[config.mk]
export PLATFORM = sky130hd
export DESIGN_NAME = crc5_req_arbiter
export DESIGN_NICKNAME = d
export VERILOG_FILES = /design/src/rtl/crc5_pkg.sv /design/src/rtl/rr_arbiter_nreq.sv /design/src/rtl/crc5_req_arbiter.sv
export SDC_FILE = /design/constraint.sdc
export NUM_CORES = 1
export LEC_CHECK = 0
export ABC_CLOCK_PERIOD_IN_PS = 5760
export BUFFER_PORTS_ARGS = -buffer_cell sky130_fd_sc_hd__buf_2
export CAP_MARGIN = 0
export CORE_AREA = 2 2 133 135
export DETAILED_ROUTE_END_ITERATION = 7
export DIE_AREA = 0 0 135 137
export HOLD_SLACK_MARGIN = 0.1
export PLACE_DENSITY_LB_ADDON = 0.1
export SLEW_MARGIN = 30
export SYNTH_ARGS = -nofsm -noshare
export SYNTH_HDL_FRONTEND = slang
export SYNTH_SLANG_ARGS = --single-unit
[constraint.sdc]
create_clock -name clk -period 5.76 [get_ports clk]
set_input_delay 0 -clock clk [delete_from_list [all_inputs] [get_ports clk]]
set_output_delay 0 -clock clk [all_outputs]
set_load 0.01 [all_outputs]
[src/rtl/crc5_pkg.sv]
// Shared CRC-5 definitions: 64-bit word, polynomial x^5+x^2+1, zero seed,
// MSB-first, no reflection and no final XOR.
package crc5_pkg;

  localparam int          DATA_W = 64;
  localparam int          CRC_W  = 5;
  localparam logic [4:0]  POLY   = 5'h05;

  function automatic logic [CRC_W-1:0] crc5_d64(input logic [DATA_W-1:0] data);
    logic [CRC_W-1:0] c;
    logic             fb;
    c = '0;
    // Unrolled serial LFSR; synthesis flattens this to XOR trees per bit.
    for (int i = DATA_W - 1; i >= 0; i--) begin
      fb = c[CRC_W-1] ^ data[i];
      c  = {c[CRC_W-2:0], 1'b0} ^ (fb ? POLY : 5'h00);
    end
    return c;
  endfunction

endpackage

[src/rtl/rr_arbiter_nreq.sv]
// Combinational round-robin arbiter: first asserted request at or above ptr,
// wrapping modulo NREQ. The pointer itself lives in the parent.
module rr_arbiter_nreq #(
  parameter int NREQ = 4,
  parameter int ID_W = $clog2(NREQ)
) (
  input  logic [NREQ-1:0] req,
  input  logic [ID_W-1:0] ptr,
  input  logic            en,
  output logic [NREQ-1:0] gnt,
  output logic [ID_W-1:0] gnt_id
);

  logic [ID_W:0]   sum;
  logic [ID_W-1:0] idx;
  logic            found;

  always_comb begin
    gnt    = '0;
    gnt_id = '0;
    found  = 1'b0;
    sum    = '0;
    idx    = '0;
    for (int k = 0; k < NREQ; k++) begin
      sum = {1'b0, ptr} + (ID_W+1)'(k);
      if (sum >= (ID_W+1)'(NREQ)) sum = sum - (ID_W+1)'(NREQ);
      idx = sum[ID_W-1:0];
      if (en && !found && req[idx]) begin
        found    = 1'b1;
        gnt[idx] = 1'b1;
        gnt_id   = idx;
      end
    end
  end

endmodule

[src/rtl/crc5_req_arbiter.sv]
// Round-robin sharing of one CRC-5 engine across NREQ requesters, with a
// single registered response stage. Optional CRC5_CHECK_EN adds req_crc/rsp_err.
module crc5_req_arbiter
  import crc5_pkg::*;
#(
  parameter int NREQ = 4,
  parameter int ID_W = $clog2(NREQ)
) (
  input  logic               clk,
  input  logic               rst,
  input  logic [NREQ-1:0]    req_valid,
  input  logic [NREQ*64-1:0] req_data,
`ifdef CRC5_CHECK_EN
  input  logic [NREQ*5-1:0]  req_crc,
  output logic               rsp_err,
`endif
  output logic [NREQ-1:0]    req_ready,
  output logic               rsp_valid,
  input  logic               rsp_ready,
  output logic [ID_W-1:0]    rsp_id,
  output logic [4:0]         rsp_crc,
  output logic [63:0]        rsp_data
);

  logic              can_accept;
  logic              en;
  logic              xfer;
  logic [NREQ-1:0]   gnt;
  logic [ID_W-1:0]   gnt_id;
  logic [ID_W-1:0]   ptr;
  logic [ID_W-1:0]   ptr_next;
  logic [DATA_W-1:0] word;
  logic [CRC_W-1:0]  crc;

  // Refill is allowed in the same cycle the held response drains.
  assign can_accept = !rsp_valid || rsp_ready;
  assign en         = can_accept && !rst;

  rr_arbiter_nreq #(
    .NREQ (NREQ),
    .ID_W (ID_W)
  ) u_arb (
    .req    (req_valid),
    .ptr    (ptr),
    .en     (en),
    .gnt    (gnt),
    .gnt_id (gnt_id)
  );

  assign req_ready = gnt;
  assign xfer      = |gnt;
  assign ptr_next  = (gnt_id == ID_W'(NREQ - 1)) ? '0 : gnt_id + 1'b1;

  always_comb begin
    word = '0;
    for (int i = 0; i < NREQ; i++) begin
      if (gnt[i]) word = req_data[i*DATA_W +: DATA_W];
    end
  end

  assign crc = crc5_d64(word);

`ifdef CRC5_CHECK_EN
  logic [CRC_W-1:0] exp_crc;

  always_comb begin
    exp_crc = '0;
    for (int i = 0; i < NREQ; i++) begin
      if (gnt[i]) exp_crc = req_crc[i*CRC_W +: CRC_W];
    end
  end

  always_ff @(posedge clk or posedge rst) begin
    if (rst) begin
      rsp_err <= 1'b0;
    end else if (xfer) begin
      rsp_err <= (crc != exp_crc);
    end
  end
`endif

  // Response stage: payload holds its last value after a drain.
  always_ff @(posedge clk or posedge rst) begin
    if (rst) begin
      rsp_valid <= 1'b0;
      rsp_id    <= '0;
      rsp_crc   <= '0;
      rsp_data  <= '0;
      ptr       <= '0;
    end else if (xfer) begin
      rsp_valid <= 1'b1;
      rsp_id    <= gnt_id;
      rsp_crc   <= crc;
      rsp_data  <= word;
      ptr       <= ptr_next;
    end else if (rsp_ready) begin
      rsp_valid <= 1'b0;
    end
  end

endmodule

==> results of run 1 <==
[state kept, by name, indices dropped and copies added, names as in the netlist, named ones only]
name,cells
rsp_id,2
rsp_valid,1
rsp_data,64
ptr,1
rsp_crc,5
[worst paths after layout]
path / from / endpoint / slack, ns / cells past startpoint
max in group asynchronous: rst / rsp_data[46]$_DFFE_PP0P_ / 4.35 / 5
worst min register to register: rsp_data[11]$_DFFE_PP0P_ / rsp_data[11]$_DFFE_PP0P_ / 0.47 / 2
min in group asynchronous: rst / rsp_data[55]$_DFFE_PP0P_ / 0.17 / 3
worst min-delay path: req_data[145] / rsp_data[17]$_DFFE_PP0P_ / 0.11 / 5
worst max-delay path: flop / rsp_crc[2]$_DFFE_PP0P_ / 0.03 / 20
worst max register to register: flop / rsp_crc[2]$_DFFE_PP0P_ / 0.03 / 20
[cell families after synthesis]
group                    count (synthesis)  synth area share
multiplexers                            10            0.0211
AND/OR/NAND/NOR                        261             0.166
XOR/XNOR                               139             0.234
flip-flops                              74             0.281
buffers and inverters                   61            0.0404
adder cells (fa/ha/maj)                  5           0.00948
AO/OA/AOI/OAI                          223             0.248
[metrics by stage]
| step | hold slack, ns | util |
|---|---|---|
| after global placement | -0.0188 | 0.536 |
| after detailed placement | -0.0202 | 0.536 |
| after global routing | 0.136 | 0.620 |
| after CTS | 0.101 | 0.597 |
| final | 0.106 | 0.620 |
| after floorplan | 0.146 | - |
[layer usage]
| layer | GRT usage | vias to the layer above |
|---|---|---|
| met3 | 0.0411 | 47 |
| met1 | 0.350 | 3636 |
| met4 | 0.0932 | 0 |
| li1 | - | 3729 |
| met5 | 0 | - |
| met2 | 0.478 | 338 |
[worst min-delay path, stage by stage]
cell	delay, ns
buf_2	0.07
nor2_1	0.03
nor3_1	0.16
a21oi_1	0.09
nand2_1	0.06
[cells in the mapped netlist (all sizes together) (5+ instances only)]
cell type,number
a2bb2oi,6
a221oi,48
inv,6
xnor3,18
nand2,128
a221o,7
a21o,8
dfrtp,74
a21oi,55
ha,5
o21ai,36
a31oi,5
nor2,76
clkbuf,23
xnor2,87
xor2,31
a22oi,14
nand3,7
buf,32
mux2i,6
a211oi,7
nor3,31
[final cells by class]
type	count	area (um2)	area share
Timing Repair inverter	1	5.00	0.000473
Multi-Input combinational cell	638	4840	0.458
Timing Repair Buffer	520	3310	0.313
Inverter	6	31.3	0.00296
Sequential cell	74	1850	0.175
Clock inverter	5	31.3	0.00296
Tap cell	225	282	0.0266
Clock buffer	10	229	0.0217
[what timing repair did]
item | 4_1_cts | 5_1_grt
hold endpoints to repair | 94 | 1
buffers inserted | 4 | 15
gates resized for setup | 15 | 46
pin swaps | 9 | 14
cloned | 0 | 2
hold buffers | 67 | 1
endpoints found under the setup margin | 5 | 5
==> metrics.yaml, run 1 <==
outcome: "complete, no violations"
hold_viol: 0
final_common_cell: "buf_2"
cp-start-kind: "flop"
period_share: 0.995
setup_tns_ns: 0
cts.sinks: 74
fillers: 1524
relSlewSlack: 0.635
cp_max_fo: 10
tightest_slew_ns: 0.547
wl_met2_um: 13100
io_buffers: 338
fmax_mhz: 175
die_h_um: 137
antenna_found_initial: 0
ys_seq_area_frac: 0.281
synth_edf_count: 0
syn_to_final_growth_pct: 60.3
final_cell_mix: "buf_2 (338), nand2_1 (128), buf_4 (104), nor2_1 (76)"
clk_pin_slew_worst_paths_ns: 0.06
place_ws_ns: -0.164
finalSetupViolCount: 0
fin_area_mm2: 0.0106
dp.cells: 1375
cts_max_path_buffers: 2
async_reset_ff_frac: 1.00
slowest_delay_ns: 0.50
die_x_um: 135
io_pins: 339
grt_setup_unrepaired: "true"
grt_max_degree: 66
fin_crit_ns: 5.73
synth_cells: 773
first_pass_iters: 5
postRouteAntennaNets: 0
drcViolationCount: 0
worstPathArrival_ns: 5.95
core_area_mm2: 0.0171
fin_skew_ns: 0.00624
dieArea_mm2: 0.0185
cp_cell_sequence: "buf_6, or3_4, o22ai_4, a22oi_2, buf_4, o22ai_4, a211oi_4, a211oi_4, xnor2_1, xnor3_2, xnor2_1, xnor2_1, xnor3_1, xnor3_2, xnor3_1, xnor3_2, xor2_4, xor3_1, xnor2_1, nand2_1"
grt_first_pass_wirelength_um: 39100
finalNetCount: 1518
path_class: "reg -> reg"
dp_hpwl_um: 20500
start_util: 0.387
cts_buffers: 9
cts_tree: "done"
crit_family: "XOR/XNOR gates"
synth_top_area_share: 0.281
cp-end-kind: "flop"
vias: 7750
synth_nets: 1041
std_cell_rows: 48
synth_area_leaders: "dfrtp_1 (28%), xnor2_1 (11%), nand2_1 (7.3%)"
ys_ff_latch: 74
layout_setup_ws_ns: 0.0306
avgSynthCellArea_um2: 8.53
top_layer: "met4"
wl_um: 26400
wl_met3_um: 1610
finalNonFillerCells: 1479
maxSlewViolCount: 0
drt-met1-wl_um: 11000
required_ns: 5.98
drt_iter0_markers: 419
clock_latency_ns: 0.34
antenna_cells: 0
cts-root-buf: "clkbuf_16"
cp_num_buf_inv: 2
synthFlopType: "dfrtp_1"
grt_overflow: 0
synth_top_area_cell: "dfrtp_1"
placed_area_mm2: 0.00914
layout-drive-gt1-share: 0.433
grt_pass1_vias: 7320
ys_warn_count: 0
netlist-cell-type-count: 70
wl_per_cell_um: 17.9
path_common_cell: "xnor2_1"
h-tree-depth: 3
avgViaCountPerCell: 5.24
hp-class: "in -> reg"
drv_cap: 0
slowest_stage: "xnor3_2"
track_usage: 0.275
synth_area_mm2: 0.00660
routabilityCongestion: 0.884
Power of run 1 is left out: the tool's default activity adds up to more than one toggle a clock period on the data nets, which glitch-free logic cannot reach.
==> run 2: changes to the inputs <==
- CELL_PAD_IN_SITES_DETAIL_PLACEMENT: not set -> 0
- CELL_PAD_IN_SITES_GLOBAL_PLACEMENT: not set -> 2
- CORE_AREA: 2 2 133 135 -> not set
- CORE_MARGIN: not set -> 2
- CORE_UTILIZATION: not set -> 23
- DIE_AREA: 0 0 135 137 -> not set
- SLEW_MARGIN: 30 -> 20
==> run 2 against run 1 <==
Compared with the run above: register-to-register slack better by 0.05 ns; core utilization shrank 22 points; routed wire length up 15%; via count increased by 0.19%; flip-flop and latch count is the same; die area increased by 62%; cell area increased by 4.8%; first-iteration DRC count decreased by 1.2%; global-route usage fell by 7.7 points; critical path type unchanged; largest cell class unchanged; highest routed layer unchanged.
==> metrics.yaml, run 2 (synthesis results as in run 1) <==
drcViolationCount: 0  # unchanged
fin_skew_ns: 0.00521  # was 0.00624 ns
r2r_slack_ns: 0.08  # was 0.03 ns
reg_top3: "rsp_data (64), rsp_crc (5), rsp_id (2)"  # unchanged
cp_max_fo: 7  # was 10
path_class: "reg -> reg"  # unchanged
routabilityCongestion: 0.878  # was 0.884
grt_overflow: 0  # unchanged
grt_pass1_vias: 8099  # was 7320
period_share: 0.986  # was 0.995
dieArea_mm2: 0.0301  # was 0.0185 mm2
antenna_found_initial: 0  # unchanged
wl_um: 30500  # was 26400 um
fillers: 2959  # was 1524
outcome: "complete, no violations"  # unchanged
layout-drive-gt1-share: 0.451  # was 0.433
largest_reg_flops: 64  # unchanged
cts_tree: "done"  # unchanged
grt_first_pass_wirelength_um: 46500  # was 39100 um
postRouteAntennaNets: 0  # unchanged
relSlewSlack: 0.443  # was 0.635
gr-usage-met1: 0.263  # was 0.350
cts_max_path_buffers: 2  # unchanged
dp_hpwl_um: 24200  # was 20500 um
maxSlewViolCount: 0  # unchanged
h-tree-depth: 3  # unchanged
min_from: "req_data[154]"  # was req_data[145]
grt_max_degree: 57  # was 66
fin_crit_ns: 5.68  # was 5.73 ns
final_common_cell: "buf_2"  # unchanged
io_buffers: 338  # unchanged
avgViaCountPerCell: 4.68  # was 5.24
grt_setup_unrepaired: "true"  # unchanged
cts.sinks: 74  # unchanged
final_cell_mix: "buf_2 (338), nand2_1 (128), buf_4 (125), nor2_1 (75)"  # was buf_2 (338), nand2_1 (128), buf_4 (104), nor2_1 (76)
antenna_cells: 0  # unchanged
vias: 7765  # was 7750
track_usage: 0.198  # was 0.275
worstPathArrival_ns: 5.92  # was 5.95 ns
start_util: 0.235  # was 0.387
use_met3: 0.0456  # was 0.0411
clk_pin_slew_worst_paths_ns: 0.07  # was 0.06 ns
setup_tns_ns: 0  # unchanged
grt.met2_usage: 0.327  # was 0.478
die_x_um: 173  # was 135 um
r2r-start: "ptr[1]$_DFFE_PP0P_"
finalHoldWorstSlack_ns: 0.105  # was 0.106 ns
wl_per_cell_um: 18.4  # was 17.9 um
finalNetCount: 1544  # was 1518
die_h_um: 173  # was 137 um
cp-end-kind: "flop"  # unchanged
io_pins: 339  # unchanged
hold_viol: 0  # unchanged
clock_latency_ns: 0.35  # was 0.34 ns
core_area_mm2: 0.0280  # was 0.0171 mm2
required_ns: 6.00  # was 5.98 ns
drt_iter0_markers: 414  # was 419
tightest_slew_ns: 0.835  # was 0.547 ns
cts-root-buf: "clkbuf_16"  # unchanged
drv_cap: 0  # unchanged
crit_path_start: "ptr[1]$_DFFE_PP0P_"
finalSetupViolCount: 0  # unchanged
first_pass_iters: 4  # was 5
grt.busiest_layer: "met2"  # unchanged
cp-start-kind: "flop"  # unchanged
fmax_mhz: 176  # was 175 MHz
hp-class: "in -> reg"  # unchanged
syn_to_final_growth_pct: 67.9  # was 60.3%
cts_buffers: 9  # unchanged
largest_register: "rsp_data"  # unchanged
std_cell_rows: 61  # was 48
==> run 2: area by class of cell <==
class / instances / area, um2 / share of cell area
clock buffer: 10 / 239 / 0.0216
clock inverter: 6 / 73.8 / 0.00666
inverter: 6 / 33.8 / 0.00305
multi-input combinational: 638 / 4870 / 0.439
sequential: 74 / 1850 / 0.167
tap: 378 / 473 / 0.0427
timing repair buffer: 547 / 3540 / 0.319
==> run 2: path summary, 6_finish.rpt <==
path	end	cells after the start
worst max register to register	rsp_crc[3]$_DFFE_PP0P_	21
min in group asynchronous	asynchronous set/reset pin	3
max in group asynchronous	rsp_data[28]$_DFFE_PP0P_	5
worst max-delay path	rsp_crc[3]$_DFFE_PP0P_	21
worst min register to register	rsp_data[57]$_DFFE_PP0P_	2
worst min-delay path	rsp_data[26]$_DFFE_PP0P_	5
==> run 2: per-stage QoR <==
step / std cells / cell area, um2 / utilization / setup slack, ns
after floorplan: 773 / 6640 / - / 0.000225
after global placement: 1551 / 9520 / 0.340 / -0.197
after detailed placement: 1551 / 9520 / 0.340 / -0.259
after CTS: 1642 / 10700 / 0.382 / -0.00309
after global routing: 1659 / 11100 / 0.395 / -0.118
final: 1659 / 11100 / 0.395 / 0.0818
==> run 2: metal layers <==
metal / part of all wire / up-vias
li1: - / 3772
met1: 0.46 / 3685
met2: 0.46 / 287
met3: 0.065 / 21
met4: 0.013 / 0
met5: 0 / -
==> run 2: worst max-delay path: stages, from the launching register on <==
cell and delay [ns]:
dfrtp_1 0.36, buf_4 0.16, mux4_2 0.60, and2_4 0.21, a31oi_4 0.19, buf_4 0.15
o22ai_4 0.11, buf_6 0.17, buf_4 0.14, a221o_1 0.34, a22o_1 0.25, xnor3_1 0.37
xor3_1 0.42, xnor3_1 0.24, xnor3_2 0.44, xnor3_1 0.23, xnor3_1 0.44, xor2_2 0.18
buf_4 0.16, xnor2_4 0.13, xnor2_1 0.14, a21o_1 0.15
==> run 2: timing repair <==
action                                  4_1_cts  5_1_grt
endpoints found under the setup margin        5        5
hold endpoints to repair                     75        0
gates resized for setup                      26       45
hold buffers                                 69        0
setup buffers                                 6       16
gates cloned                                  0        1
pin swaps                                     4       18
Power of run 2 is left out for the same reason.
==> run 3: changes to the inputs <==
- CTS_BUF_LIST: not set -> sky130_fd_sc_hd__clkbuf_4
==> run 3 against run 2 <==
Compared with the run above: clock skew rose by 0.0095 ns; sequential share of layout area fell by 0.80 points; via count rose by 3.4%; core utilization rose by 2.0 points; hold slack improved by 0.032 ns; global-route usage rose by 0.37 points; flip-flop and latch count did not move; critical endpoint is now rsp_crc[0]$_DFFE_PP0P_; setup slack got worse by 0.072 ns.
==> metrics.yaml, run 3 (synthesis results as in run 1) <==
avgViaCountPerCell: 4.68  # about the same
first_pass_iters: 5  # was 4
drv_cap: 0  # unchanged
track_usage: 0.201  # was 0.198
finalNetCount: 1601  # was 1544
io_buffers: 338  # unchanged
largest_register: "rsp_data"  # unchanged
relSlewSlack: 0.439  # was 0.443
antenna_found_initial: 1  # was 0
r2r_cells: 21  # unchanged
final_cell_mix: "buf_2 (338), buf_4 (134), nand2_1 (128), dlygate4sd3_1 (119), nor2_1 (75)"  # was buf_2 (338), nand2_1 (128), buf_4 (125), nor2_1 (75)
routabilityCongestion: 0.878  # unchanged
grt_setup_unrepaired: "true"  # unchanged
maxSlewViolCount: 0  # unchanged
layout-drive-gt1-share: 0.448  # was 0.451
path_class: "reg -> reg"  # unchanged
crit_end: "rsp_crc[0]$_DFFE_PP0P_"  # was rsp_crc[3]$_DFFE_PP0P_
core_area_mm2: 0.0280  # unchanged
final_common_cell: "buf_2"  # unchanged
h-tree-depth: 3  # unchanged
fillers: 2937  # was 2959
grt_first_pass_wirelength_um: 47400  # was 46500 um
outcome: "complete, no violations"  # unchanged
cp-end-kind: "flop"  # unchanged
grt_pass1_vias: 8335  # was 8099
dp_hpwl_um: 24200  # unchanged
reg_top3: "rsp_data (64), rsp_crc (5), rsp_id (2)"  # unchanged
multi_input_area_mm2: 0.00503  # was 0.00487 mm2
cts.sinks: 74  # unchanged
worstPathArrival_ns: 6.10  # was 5.92 ns
postRouteAntennaNets: 0  # unchanged
regArea_mm2: 0.00185  # unchanged
vias: 8029  # was 7765
cts-root-buf: "clkbuf_4"  # was clkbuf_16
required_ns: 6.11  # was 6.00 ns
period_share: 0.998  # was 0.986
fmax_mhz: 174  # was 176 MHz
r2r-end: "rsp_crc[0]$_DFFE_PP0P_"  # was rsp_crc[3]$_DFFE_PP0P_
finalNonFillerCells: 1717  # was 1659
tightest_slew_ns: 0.841  # was 0.835 ns
fin_skew_ns: 0.0147  # was 0.00521 ns
cts_tree: "done"  # unchanged
clk_pin_slew_worst_paths_ns: 0.15  # was 0.07 ns
io_pins: 339  # unchanged
r2r_slack_ns: 0.01  # was 0.08 ns
wl_um: 31300  # was 30500 um
die_h_um: 173  # unchanged
cp_max_fo: 6  # was 7
drt_iter0_markers: 347  # was 414
largest_reg_flops: 64  # unchanged
hp-class: "in -> reg"  # unchanged
drcViolationCount: 0  # unchanged
dieArea_mm2: 0.0301  # unchanged
grt_overflow: 0  # unchanged
cts_buffers: 9  # unchanged
die_x_um: 173  # unchanged
grt_max_degree: 57  # unchanged
clock_latency_ns: 0.46  # was 0.35 ns
std_cell_rows: 61  # unchanged
hold_viol: 0  # unchanged
cp-start-kind: "flop"  # unchanged
start_util: 0.235  # unchanged
finalSetupViolCount: 0  # unchanged
dp.cells: 1551  # unchanged
cts_max_path_buffers: 2  # unchanged
syn_to_final_growth_pct: 76.4  # was 67.9%
wl_per_cell_um: 18.2  # was 18.4 um
fin_crit_ns: 5.75  # was 5.68 ns
-- run 3: changes by cell type in the layout (fill, tap and decap cells not counted), moves of 4 or more --
cell / delta
buf_4: +9
buf_6: -4
clkbuf_16: -9
clkbuf_4: +9
dlygate4sd3_1: +50
xnor2_1: -10
xnor2_2: +6
xnor2_4: +4
-- run 3: cell type report --
type	instances	area share
Antenna cell	1	0.000215
Clock buffer	9	0.00581
Clock inverter	7	0.00667
Inverter	6	0.00312
Multi-Input combinational cell	638	0.432
Sequential cell	74	0.159
Tap cell	378	0.0407
Timing Repair Buffer	604	0.352
-- run 3: worst max-delay path, stage by stage, from the launching register on --
cell,delay [ns]
dfrtp_1,0.41
inv_2,0.06
ha_4,0.32
mux4_2,0.42
buf_6,0.17
buf_6,0.10
o2111a_2,0.29
or3_4,0.39
a21oi_4,0.22
xnor3_1,0.36
a21oi_2,0.18
xor2_2,0.29
buf_4,0.17
xor3_1,0.25
xnor3_1,0.22
xnor3_2,0.39
xnor3_1,0.23
xnor3_1,0.27
xor2_2,0.20
xor3_2,0.51
xnor2_2,0.14
nand2_1,0.06
-- run 3: timing repair --
item | in CTS | in global routing
endpoints found under the setup margin | 5 | 5
hold buffers | 119 | 0
hold endpoints to repair | 82 | 0
cloned | 0 | 1
setup buffers | 6 | 23
pin swaps | 4 | 30
gates resized for setup | 26 | 71
-- run 3: worst min-delay path by stage --
stage          slack [ns]                         end  cells past startpoint          start
2_1_floorplan        0.15    rsp_data[50]$_DFFE_PP0P_                      1  req_data[242]
3_3_place_gp        -0.05  asynchronous set/reset pin                      2            rst
3_5_place_dp        -0.05  asynchronous set/reset pin                      2            rst
4_1_cts              0.10    rsp_data[48]$_DFFE_PP0P_                      5  req_data[176]
5_1_grt              0.15    rsp_data[48]$_DFFE_PP0P_                      5  req_data[176]
6_report             0.14    rsp_data[39]$_DFFE_PP0P_                      5  req_data[167]
-- run 3: per-layer routing --
metal / wire length (um) / global-route usage / up-vias
met3: 2050 / 0.0471 / 28
li1: - / - / 3897
met5: 0 / 0 / -
met1: 14100 / 0.264 / 3812
met4: 578 / 0.0508 / 0
met2: 14600 / 0.333 / 292
-- run 3: metrics by stage --
stage               setup WS [ns]  instance area (um2)  hold slack (ns)  utilization  setup TNS, ns
floorplan                0.000225                 6640            0.146            -              0
global placement           -0.197                 9520          -0.0542        0.340         -0.807
detailed placement         -0.259                 9520          -0.0502        0.340          -1.13
CTS                       -0.0180                11000            0.104        0.394        -0.0180
global route               -0.216                11600            0.145        0.415         -0.596
finish                     0.0100                11600            0.137        0.415              0
Power of run 3 is left out for the same reason.
